==> src/rtl/vga_timing.sv <==
// VGA raster timing generator: CLOCK_50 divided to a pixel enable, free-running
// x/y counters, and sync/blank/colour outputs registered one pixel behind the counters.
module vga_timing #(
  parameter int H_ACTIVE = 640,
  parameter int H_FP     = 16,
  parameter int H_SYNC   = 96,
  parameter int H_BP     = 48,
  parameter int V_ACTIVE = 480,
  parameter int V_FP     = 10,
  parameter int V_SYNC   = 2,
  parameter int V_BP     = 33
) (
  input  logic        CLOCK_50,
  input  logic        reset,
  input  logic [23:0] rgb_in,
  output logic [9:0]  pixel_x,
  output logic [9:0]  pixel_y,
  output logic        frame_tick,
  output logic [7:0]  frame_count,
  output logic        VGA_CLK,
  output logic        VGA_HS,
  output logic        VGA_VS,
  output logic        VGA_BLANK_N,
  output logic [7:0]  VGA_R,
  output logic [7:0]  VGA_G,
  output logic [7:0]  VGA_B
);

  localparam logic [9:0] H_VIS   = 10'(H_ACTIVE);
  localparam logic [9:0] H_SS    = 10'(H_ACTIVE + H_FP);
  localparam logic [9:0] H_SE    = 10'(H_ACTIVE + H_FP + H_SYNC);
  localparam logic [9:0] H_LAST  = 10'(H_ACTIVE + H_FP + H_SYNC + H_BP - 1);
  localparam logic [9:0] V_VIS   = 10'(V_ACTIVE);
  localparam logic [9:0] V_SS    = 10'(V_ACTIVE + V_FP);
  localparam logic [9:0] V_SE    = 10'(V_ACTIVE + V_FP + V_SYNC);
  localparam logic [9:0] V_LAST  = 10'(V_ACTIVE + V_FP + V_SYNC + V_BP - 1);
  localparam logic [9:0] V_TICKY = 10'(V_ACTIVE - 1);

  typedef struct packed {
    logic        hs;
    logic        vs;
    logic        blank_n;
    logic [23:0] rgb;
  } vid_t;

  localparam vid_t VID_RST = '{hs: 1'b1, vs: 1'b1, blank_n: 1'b0, rgb: 24'h0};

  logic       phase_q, phase_d;
  logic [9:0] x_q, x_d;
  logic [9:0] y_q, y_d;
  logic       tick_q, tick_d;
  logic [7:0] fcnt_q, fcnt_d;
  vid_t       vid_q, vid_d;

  logic pix_en;
  logic x_last, y_last, visible;

  // phase_q doubles as VGA_CLK: the enabled edge is the one where it rises
  assign pix_en  = ~phase_q;
  assign x_last  = (x_q == H_LAST);
  assign y_last  = (y_q == V_LAST);
  assign visible = (x_q < H_VIS) && (y_q < V_VIS);

  always_comb begin
    phase_d = ~phase_q;
    x_d     = x_q;
    y_d     = y_q;
    tick_d  = 1'b0;
    fcnt_d  = fcnt_q;
    vid_d   = vid_q;
    if (pix_en) begin
      x_d = x_last ? 10'd0 : x_q + 10'd1;
      if (x_last) y_d = y_last ? 10'd0 : y_q + 10'd1;
      // counters about to land on (0, V_ACTIVE): start of vertical blanking
      if (x_last && (y_q == V_TICKY)) begin
        tick_d = 1'b1;
        fcnt_d = fcnt_q + 8'd1;
      end
      vid_d.hs      = ~((x_q >= H_SS) && (x_q < H_SE));
      vid_d.vs      = ~((y_q >= V_SS) && (y_q < V_SE));
      vid_d.blank_n = visible;
      vid_d.rgb     = visible ? rgb_in : 24'h0;
    end
  end

  always_ff @(posedge CLOCK_50 or negedge reset) begin
    if (!reset) begin
      phase_q <= 1'b0;
      x_q     <= '0;
      y_q     <= '0;
      tick_q  <= 1'b0;
      fcnt_q  <= '0;
      vid_q   <= VID_RST;
    end else begin
      phase_q <= phase_d;
      x_q     <= x_d;
      y_q     <= y_d;
      tick_q  <= tick_d;
      fcnt_q  <= fcnt_d;
      vid_q   <= vid_d;
    end
  end

  assign pixel_x     = x_q;
  assign pixel_y     = y_q;
  assign frame_tick  = tick_q;
  assign frame_count = fcnt_q;
  assign VGA_CLK     = phase_q;
  assign VGA_HS      = vid_q.hs;
  assign VGA_VS      = vid_q.vs;
  assign VGA_BLANK_N = vid_q.blank_n;
  assign VGA_R       = vid_q.rgb[23:16];
  assign VGA_G       = vid_q.rgb[15:8];
  assign VGA_B       = vid_q.rgb[7:0];

endmodule

==> config.mk <==
export PLATFORM = sky130hd
export DESIGN_NAME = vga_timing
export DESIGN_NICKNAME = d
export VERILOG_FILES = /design/src/rtl/vga_timing.sv
export SDC_FILE = /design/constraint.sdc
export NUM_CORES = 1
export LEC_CHECK = 0
export BUFFER_PORTS_ARGS = -buffer_cell sky130_fd_sc_hd__clkbuf_2
export CORE_ASPECT_RATIO = 2
export CORE_UTILIZATION = 52
export CTS_BUF_LIST = sky130_fd_sc_hd__clkbuf_8
export DETAILED_ROUTE_END_ITERATION = 6
export PLACE_DENSITY = 0.82
export SKIP_LAST_GASP = 1
export SYNTH_ARGS = -nofsm -noshare
export SYNTH_HDL_FRONTEND = slang
export SYNTH_SLANG_ARGS = --single-unit
==> constraint.sdc <==
create_clock -name CLOCK_50 -period 2.2 [get_ports CLOCK_50]
set_input_delay 0.11 -clock CLOCK_50 [delete_from_list [all_inputs] [get_ports CLOCK_50]]
set_output_delay 0.11 -clock CLOCK_50 [all_outputs]
set_load 0.02 [all_outputs]
==> results of run 1 <==
power by group:
group | switching [mW] | total [mW] | internal (mW)
Clock | 0.411 | 1.11 | 0.695
Combinational | 0.0760 | 0.151 | 0.0752
Sequential | 0.0119 | 1.08 | 1.07
per-stage QoR:
stage	std cells	hold WS (ns)	worst slack, ns	power [mW]
final	383	0.008479	0.1891	2.340
after global routing	383	0.008318	0.09978	2.415
after CTS	383	0.0001748	0.1837	2.361
after detailed placement	346	0.1006	0.2023	1.224
after global placement	346	0.08496	0.2609	1.221
after floorplan	214	-0.1856	0.09329	1.152
flip-flops by register name (all words and copies together), names as in the netlist:
register     flops
VGA_B            8
VGA_VS           1
VGA_HS           1
VGA_CLK          1
frame_tick       1
pixel_x         10
VGA_R            8
VGA_BLANK_N      1
VGA_G            8
pixel_y         10
frame_count      8
cell families after synthesis:
group / count (synthesis) / synth area share [%]
simple gates: 76 / 18.00
fa+ha+maj: 5 / 2.493
mux: 7 / 3.091
xor+xnor: 17 / 5.932
buf+inv: 18 / 2.841
flops: 57 / 56.93
compound gates: 34 / 10.72
cell usage in the layout (no fill, tap or decap), types with 3 or more instances in the layout:
cell	netlist	final
clkbuf_2	0	82
dfrtp_1	55	55
a22o_1	25	25
dlygate4sd3_1	0	21
xnor2_1	15	15
nand3_1	15	15
nand2_1	12	12
clkbuf_8	0	11
nand4_1	8	8
nor2_1	8	8
and3_1	7	7
buf_4	0	7
inv_1	6	6
nor3_1	5	5
ha_1	5	5
and2_1	4	4
a21oi_1	4	4
mux2i_1	4	4
nand4b_1	3	3
o21ai_0	3	3
worst max-delay path, stage by stage, from the launching register on:
cell and delay [ns]:
dfrtp_1 0.40, ha_1 0.21, and4bb_1 0.26, nand4bb_1 0.15, or4_4 0.56, mux2_4 0.32
repair_timing:
action                                 4_1_cts  5_1_grt
setup endpoints to repair                    0        0
resized for setup                            0        0
hold buffers                                21        0
endpoints found under the hold margin       38        0
worst max-delay path by stage:
stage / to / slack, ns / depth (start not counted)
3_5_place_dp: frame_count[1]$_DFFE_PN0P_ / 0.20 / 5
5_1_grt: frame_count[1]$_DFFE_PN0P_ / 0.1 / 5
3_3_place_gp: frame_count[1]$_DFFE_PN0P_ / 0.26 / 5
2_1_floorplan: frame_count[1]$_DFFE_PN0P_ / 0.09 / 6
6_report: frame_count[1]$_DFFE_PN0P_ / 0.19 / 5
4_1_cts: frame_count[1]$_DFFE_PN0P_ / 0.18 / 5
layout make-up:
cell class | instances | area, um^2 | share of cell area, %
Sequential cell | 57 | 1429 | 41.53
Multi-Input combinational cell | 139 | 1018 | 29.60
Timing Repair Buffer | 110 | 673.1 | 19.56
Clock buffer | 11 | 151.4 | 4.400
Clock inverter | 5 | 77.57 | 2.255
Tap cell | 55 | 68.82 | 2.000
Inverter | 6 | 22.52 | 0.6545
per-layer routing:
| layer | part of all wire, % | GRT usage, % | vias to the layer above |
|---|---|---|---|
| li1 | - | - | 998 |
| met1 | 38 | 29.72 | 1042 |
| met2 | 55 | 48.38 | 63 |
| met3 | 4.2 | 6.515 | 14 |
| met4 | 2.5 | 12.39 | 0 |
| met5 | 0 | 0 | - |
==> flow_metrics.py, run 1 <==
metrics = {
    "die": {
        "dieArea_mm2": 0.005125,
        "die_h_um": 100.3,
        "ios": 83,
        "die_w_um": 51.13,
        "rows": 35,
        "coreArea_mm2": 0.004598,
        "initial_core_util_pct": 54.59,
    },
    "route": {
        "via_per_inst": 5.527,
        "drc_errors": 0,
        "drt_iter0_drc": 43,
        "vias": 2117,
        "wl_per_cell_um": 16.42,
        "routed_wl_um": 6288,
        "drt.antenna.violating_nets": 0,
        "drt_first_pass_iters": 4,
    },
    "yosys": {
        "avgSynthCellArea_um2": 11.73,
        "ys_warn_count": 0,
        "postSynthCellCount": 214,
        "yosysSeqAreaShare_pct": 56.93,
        "ys_top_cells_by_area": "dfrtp_1, a22o_1, xnor2_1",
        "synth.distinct_cells": 38,
        "synth_flop_cell": "dfrtp_1",
        "synth_fp_nets": 245,
        "synth_most_common_cell": "dfrtp_1",
        "async_flop_share_pct": 100.0,
        "synth_largest_area_cell": "dfrtp_1",
        "ys_ff_latch": 57,
        "synth_common_cells": "dfrtp_1, a22o_1, nand3_1, xnor2_1, nand2_1",
        "synth_top_area_share_pct": 54.84,
        "synth_edf_count": 0,
        "syn_area_mm2": 0.002510,
    },
    "clock_network": {
        "tritoncts": "built",
        "ctsRootBufferMaster": "clkbuf_8",
        "post_cts_buffers": 0,
        "cts_sinks": 57,
        "clk_pin_slew_ns": 0.06,
        "clkLatencyLatePin_ns": 0.33,
        "htreeDepth": 3,
        "cts.path.max_buffers": 2,
        "cts_buffers": 9,
    },
    "worst_setup_path": {
        "crit_fanout": 5,
        "reg2reg_slack_ns": 0.19,
        "start_kind": "register",
        "worstRegToRegCells": 5,
        "critPathKind": "register to register",
        "startpoint": "pixel_x[1]$_DFFE_PN0N_",
        "timing.rr.end": "frame_count[1]$_DFFE_PN0P_",
        "cp.required_ns": 2.42,
        "cp.arrival_ns": 2.23,
        "cp-end-kind": "register",
        "r2r_start": "pixel_x[1]$_DFFE_PN0N_",
    },
    "timing": {
        "post-route-period-util_pct": 91.40,
        "finalSetupViolCount": 0,
        "max_slew.worst_pin.slew_ns": 0.5214,
        "fin_skew_ns": 0.005614,
        "fmax_mhz": 497.3,
        "final_hold_viol_count": 0,
        "rsz0062_at_grt": "false",
        "min_period_ns": 2.011,
        "slew_headroom_pct": 64.97,
        "tns_ns": 0,
        "slew_viol_final": 0,
    },
    "hold_path": {
        "hp-start": "rgb_in[19]",
        "hold_path_end": "VGA_R[3]$_DFFE_PN0N_",
        "hold_class": "input port to register",
        "whs_path_depth": 2,
    },
    "layout": {
        "syn_to_final_growth_pct": 37.09,
        "nNetsFinal": 354,
        "drive_gt1_share_pct": 34.45,
        "post-route-cell-area_mm2": 0.003441,
        "diodes": 0,
        "n_fill_cell": 343,
        "fin_util_pct": 74.83,
    },
    "placement": {
        "io_buffers": 82,
        "routabilityCongestion": 0.7747,
        "dpl_cell_area_mm2": 0.003002,
        "hpwl_um": 4347,
    },
    "pwr": {
        "power.density_mw_per_mm2": 680.1,
        "irDropWorstVdd_mv": 0.5807,
        "p_leak_nw": 1.676,
    },
    "global_route": {
        "grt_pass1_wl_um": 10140,
        "grt_pass1_vias": 2181,
        "grt_max_degree": 26,
        "grt.total_usage_pct": 27.32,
        "overflow": 0,
        "antenna_found_initial": 0,
    },
    "outcome": {
        "status": "finished, final reports clean",
    },
    "flow_run": {
        "maxCapViolCount": 0,
    },
}
(Power assumes the default switching activity.)
==> inputs of run 2 (changes only) <==
--- a/config.mk
+++ b/config.mk
@@ -7,10 +7,10 @@
 export LEC_CHECK = 0
 export BUFFER_PORTS_ARGS = -buffer_cell sky130_fd_sc_hd__clkbuf_2
 export CORE_ASPECT_RATIO = 2
-export CORE_UTILIZATION = 52
+export CORE_UTILIZATION = 56
 export CTS_BUF_LIST = sky130_fd_sc_hd__clkbuf_8
 export DETAILED_ROUTE_END_ITERATION = 6
-export PLACE_DENSITY = 0.82
+export PLACE_DENSITY = 0.87
 export SKIP_LAST_GASP = 1
 export SYNTH_ARGS = -nofsm -noshare
 export SYNTH_HDL_FRONTEND = slang
==> constraint.sdc (replaced) <==
create_clock -name CLOCK_50 -period 2.4 [get_ports CLOCK_50]
set_input_delay 0.12 -clock CLOCK_50 [delete_from_list [all_inputs] [get_ports CLOCK_50]]
set_output_delay 0.12 -clock CLOCK_50 [all_outputs]
set_load 0.02 [all_outputs]
==> flow_metrics.py, run 2 (same netlist as run 1, synthesis figures left out) <==
metrics = {
    "route": {
        "drt_first_pass_iters": 4,
        "via_per_inst": 5.736,
        "drc_errors": 0,
        "vias": 2082,
        "drt.antenna.violating_nets": 0,
        "drt_iter0_drc": 35,
        "wl_per_cell_um": 15.75,
        "routed_wl_um": 5717,
    },
    "timing": {
        "fmax_mhz": 496.7,
        "setup_ws_ns": 0.3866,
        "post-route-period-util_pct": 83.89,
        "final_hold_viol_count": 0,
        "rsz0062_at_grt": "false",
        "tns_ns": 0,
        "fin_skew_ns": 0.01467,
        "finalSetupViolCount": 0,
        "slew_headroom_pct": 63.48,
        "whs_ns": 0.006211,
        "min_period_ns": 2.013,
        "max_slew.worst_pin.slew_ns": 0.5435,
        "slew_viol_final": 0,
    },
    "layout": {
        "layout_commonest_cell": "clkbuf_2",
        "drive_gt1_share_pct": 34.95,
        "post-route-cell-area_mm2": 0.003226,
        "diodes": 0,
        "nNetsFinal": 335,
        "syn_to_final_growth_pct": 28.51,
        "fin_util_pct": 74.34,
        "layout_common_cells": "clkbuf_2, dfrtp_1, a22o_1",
        "final_cell_count_no_fill": 363,
    },
    "clock_network": {
        "ctsRootBufferMaster": "clkbuf_8",
        "post_cts_buffers": 0,
        "cts_sinks": 57,
        "hold_buffers": 3,
        "cts.path.max_buffers": 2,
        "clk_pin_slew_ns": 0.07,
        "cts_buffers": 9,
        "cts_resized": 0,
        "htreeDepth": 3,
        "tritoncts": "built",
        "clkLatencyLatePin_ns": 0.33,
    },
    "worst_setup_path": {
        "cp.arrival_ns": 2.23,
        "cp.required_ns": 2.61,
        "worstRegToRegCells": 5,
        "start_kind": "register",
        "cp_num_buf_inv": 0,
        "startpoint": "pixel_x[1]$_DFFE_PN0N_",
        "cp-end-kind": "register",
        "crit_cells": 5,
        "reg2reg_slack_ns": 0.39,
        "crit_chain": "ha_1 > and4bb_1 > nand4bb_1 > or4_4 > mux2_4",
        "cp_top_family": "simple AND/OR/NAND/NOR gates",
        "slowest_delay_ns": 0.56,
        "worstSetupEndpoint": "frame_count[1]$_DFFE_PN0P_",
        "timing.rr.end": "frame_count[1]$_DFFE_PN0P_",
        "slowest_stage": "or4_4",
        "crit_fanout": 5,
        "r2r_start": "pixel_x[1]$_DFFE_PN0N_",
        "critPathKind": "register to register",
    },
    "die": {
        "coreArea_mm2": 0.004339,
        "rows": 34,
        "ios": 83,
        "die_h_um": 96.68,
        "dieArea_mm2": 0.004770,
        "initial_core_util_pct": 57.84,
        "die_w_um": 49.34,
    },
    "global_route": {
        "antenna_found_initial": 0,
        "grt_pass1_wl_um": 9287,
        "overflow": 0,
        "grt_pass1_vias": 2056,
        "grt_max_degree": 29,
        "grt.total_usage_pct": 25.95,
    },
    "placement": {
        "hpwl_um": 4062,
        "pre_cts_slack_ns": 0.4243,
        "dpl_cell_area_mm2": 0.002985,
        "routabilityCongestion": 0.8398,
        "io_buffers": 82,
        "dp.cells": 343,
    },
    "pwr": {
        "total_power_mw": 1.985,
        "p_leak_nw": 1.589,
        "power.density_mw_per_mm2": 615.4,
        "irDropWorstVdd_mv": 0.6334,
    },
    "outcome": {
        "status": "finished, final reports clean",
    },
    "hold_path": {
        "hold_class": "input port to register",
    },
    "flow_run": {
        "maxCapViolCount": 0,
    },
}
==> run 2: changes by cell type in the layout (fill, tap and decap cells not counted) <==
| cell | change |
|---|---|
| dlygate4sd3_1 | -17 |
| inv_1 | +3 |
| bufinv_16 | -1 |
| buf_4 | -2 |
| clkinv_2 | -2 |
==> run 2: worst min path at each step <==
stage	cells after the start	slack, ns	to	start
after global routing	2	0.003	VGA_R[7]$_DFFE_PN0N_	rgb_in[23]
after floorplan	0	-0.18	VGA_BLANK_N$_DFFE_PN0N_	reset
final	2	0.006	VGA_G[1]$_DFFE_PN0N_	rgb_in[9]
after CTS	2	0.0004	VGA_G[1]$_DFFE_PN0N_	rgb_in[9]
after detailed placement	1	0.12	VGA_G[7]$_DFFE_PN0N_	reset
after global placement	1	0.11	VGA_G[7]$_DFFE_PN0N_	reset
==> run 2: layer usage <==
layer  vias to the layer above  wire [um]  global-route usage, %  part of all wire, %
met5                         -          0                      0                    0
met4                         0        108                  13.57                  1.9
met3                        11        276                  6.289                  4.8
met2                        83       3104                  44.78                   54
met1                      1030       2227                  28.40                   39
li1                        958          -                      -                    -
==> run 2: power by group <==
part           internal (mW)  switching, mW  total [mW]
combinational         0.0510         0.0637       0.115
clock                  0.525          0.353       0.878
sequential             0.982         0.0106       0.993
==> run 2: cell type report <==
| class | instances | area, um^2 |
|---|---|---|
| Multi-Input combinational cell | 139 | 1018 |
| Clock buffer | 11 | 151.4 |
| Inverter | 6 | 22.52 |
| Tap cell | 54 | 67.56 |
| Fill cell | 340 | 1114 |
| Sequential cell | 57 | 1429 |
| Timing Repair Buffer | 91 | 488.0 |
| Clock inverter | 5 | 48.80 |
==> inputs of run 3 (changes only) <==
--- a/config.mk
+++ b/config.mk
@@ -5,12 +5,13 @@
 export SDC_FILE = /design/constraint.sdc
 export NUM_CORES = 1
 export LEC_CHECK = 0
+export ABC_AREA = 1
 export BUFFER_PORTS_ARGS = -buffer_cell sky130_fd_sc_hd__clkbuf_2
 export CORE_ASPECT_RATIO = 2
-export CORE_UTILIZATION = 56
+export CORE_UTILIZATION = 48
 export CTS_BUF_LIST = sky130_fd_sc_hd__clkbuf_8
 export DETAILED_ROUTE_END_ITERATION = 6
-export PLACE_DENSITY = 0.87
+export PLACE_DENSITY = 0.78
 export SKIP_LAST_GASP = 1
 export SYNTH_ARGS = -nofsm -noshare
 export SYNTH_HDL_FRONTEND = slang
==> constraint.sdc (replaced) <==
create_clock -name CLOCK_50 -period 1.7 [get_ports CLOCK_50]
set_input_delay 0.085 -clock CLOCK_50 [delete_from_list [all_inputs] [get_ports CLOCK_50]]
set_output_delay 0.085 -clock CLOCK_50 [all_outputs]
set_load 0.02 [all_outputs]
==> flow_metrics.py, run 3 <==
metrics = {
    "route": {
        "via_per_inst": 5.106,
        "wl_per_cell_um": 13.21,
        "drt_first_pass_iters": 4,
        "drt_iter0_drc": 167,
        "routed_wl_um": 7201,
        "drt.antenna.violating_nets": 0,
        "vias": 2783,
        "drc_errors": 0,
    },
    "yosys": {
        "yosysSeqAreaShare_pct": 51.19,
        "synth.distinct_cells": 29,
        "synth_edf_count": 0,
        "synth_flop_cell": "dfrtp_1",
        "ys_top_cells_by_area": "dfrtp_1, nand2_1, nand3_1",
        "synth_fp_nets": 380,
        "ys_warn_count": 0,
        "synth_top_area_share_pct": 49.31,
        "syn_area_mm2": 0.002791,
        "avgSynthCellArea_um2": 7.998,
        "postSynthCellCount": 349,
        "synth_common_cells": "nand2_1, dfrtp_1, nand3_1",
        "synth_largest_area_cell": "dfrtp_1",
        "ys_ff_latch": 57,
        "synth_most_common_cell": "nand2_1",
        "async_flop_share_pct": 100.0,
    },
    "hold_path": {
        "hold_class": "input port to async pin",
    },
    "timing": {
        "finalSetupViolCount": 0,
        "slew_headroom_pct": 65.44,
        "max_slew.worst_pin.slew_ns": 0.5185,
        "rsz0062_at_grt": "true",
        "min_period_ns": 1.616,
        "fin_skew_ns": 0.006235,
        "tns_ns": 0,
        "final_hold_viol_count": 0,
        "post-route-period-util_pct": 95.03,
        "slew_viol_final": 0,
        "fmax_mhz": 619.0,
    },
    "global_route": {
        "grt_max_degree": 40,
        "grt_pass1_vias": 2607,
        "grt_pass1_wl_um": 11510,
        "grt.total_usage_pct": 24.51,
        "antenna_found_initial": 0,
        "overflow": 0,
    },
    "worst_setup_path": {
        "slowest_delay_ns": 0.41,
        "cp.required_ns": 1.96,
        "critPathKind": "register to register",
        "cp-end-kind": "register",
        "cp.arrival_ns": 1.88,
        "crit_chain": "ha_2 > nand2_1 > nor2_2 > nand3_4 > nor2_4 > buf_4 > nand3_1 > o21ai_1",
        "start_kind": "register",
        "slowest_stage": "dfrtp_1",
        "crit_fanout": 7,
    },
    "die": {
        "coreArea_mm2": 0.005660,
        "rows": 39,
        "ios": 83,
        "dieArea_mm2": 0.006143,
        "initial_core_util_pct": 49.31,
        "die_w_um": 55.93,
        "die_h_um": 109.8,
    },
    "layout": {
        "n_fill_cell": 485,
        "layout_common_cells": "nand2_1, clkbuf_2, dfrtp_1",
        "syn_to_final_growth_pct": 38.68,
        "nNetsFinal": 510,
        "drive_gt1_share_pct": 28.72,
        "fin_util_pct": 68.39,
        "layout_commonest_cell": "nand2_1",
        "diodes": 0,
    },
    "clock_network": {
        "cts.path.max_buffers": 2,
        "cts_sinks": 57,
        "htreeDepth": 3,
        "ctsRootBufferMaster": "clkbuf_8",
        "tritoncts": "built",
        "clkLatencyLatePin_ns": 0.34,
        "clk_pin_slew_ns": 0.06,
        "cts_buffers": 9,
    },
    "placement": {
        "hpwl_um": 4961,
        "routabilityCongestion": 0.9119,
        "io_buffers": 82,
    },
    "pwr": {
        "total_power_mw": 2.847,
        "power.density_mw_per_mm2": 735.4,
        "irDropWorstVdd_mv": 0.9444,
        "p_leak_nw": 2.090,
    },
    "outcome": {
        "status": "finished, final reports clean",
    },
    "flow_run": {
        "maxCapViolCount": 0,
    },
}
[run 3: where the power goes]
group,switching (mW),internal (mW),total [mW]
Clock,0.538,0.705,1.24
Combinational,0.109,0.0934,0.202
Sequential,0.0159,1.39,1.40
Total,0.663,2.18,2.85
[run 3: critical path: cells and delay by family, from the launching register on]
kind                       cells  cell delay [ns]
adders and majority gates      1             0.23
DFF                            1             0.41
and+or+nand+nor                5             0.65
buffers and inverters          1             0.16
AOI/OAI and AO/OA              1             0.09
[run 3: cell type report]
type | count | area (um^2) | area share [%]
Timing Repair Buffer | 128 | 843.3 | 21.78
Clock inverter | 6 | 57.56 | 1.487
Multi-Input combinational cell | 250 | 1201 | 31.03
Clock buffer | 10 | 137.6 | 3.555
Sequential cell | 57 | 1431 | 36.97
Inverter | 33 | 123.9 | 3.200
Tap cell | 61 | 76.32 | 1.972
[run 3: per-layer routing]
metal	up-vias	GRT usage [%]	part of all wire, %
li1	1361	-	-
met1	1304	23.63	36
met2	96	46.13	56
met3	22	6.588	4.8
met4	0	14.11	3.0
met5	-	0	0
[run 3: logic make-up after synthesis]
family	count (synthesis)	synth area share, %
fa+ha+maj	5	2.241
buf+inv	42	6.051
simple gates	218	34.29
compound gates	18	3.407
flops	57	51.19
xor+xnor	9	2.824
[run 3: metrics by stage]
| step | setup slack, ns | instance area, um^2 | hold WS, ns | instances |
|---|---|---|---|---|
| 2_1_floorplan | 0.1332 | 2791 | -0.2106 | 349 |
| 3_3_place_gp | -0.05458 | 3358 | 0.07310 | 498 |
| 3_5_place_dp | -0.09122 | 3358 | 0.08027 | 498 |
| 4_1_cts | 0.009263 | 3809 | 0.2504 | 539 |
| 5_1_grt | -0.02221 | 3871 | 0.2908 | 545 |
| 6_report | 0.08448 | 3871 | 0.2527 | 545 |
[run 3: timing repair]
action | 4_1_cts | 5_1_grt
gates cloned | 0 | 0
pin swaps | 0 | 2
buffers inserted | 0 | 6
hold buffers | 25 | 0
hold endpoints to repair | 41 | 0
endpoints found under the setup margin | 24 | 15
gates resized for setup | 1 | 3
[run 3: worst paths after layout]
path	from	endpoint	slack (ns)	depth (start not counted)
max in group asynchronous	reset	VGA_HS$_DFFE_PN1N_	0.81	3
setup / recovery	pixel_x[0]$_DFFE_PN0N_	pixel_y[1]$_DFFE_PN0P_	0.08	8
hold / removal	reset	VGA_R[1]$_DFFE_PN0N_	0.25	2
min in group CLOCK_50	VGA_R[1]$_DFFE_PN0N_	VGA_R[1]$_DFFE_PN0N_	0.48	2
hold reg to reg	VGA_R[1]$_DFFE_PN0N_	VGA_R[1]$_DFFE_PN0N_	0.48	2
setup reg to reg	pixel_x[0]$_DFFE_PN0N_	pixel_y[1]$_DFFE_PN0P_	0.08	8
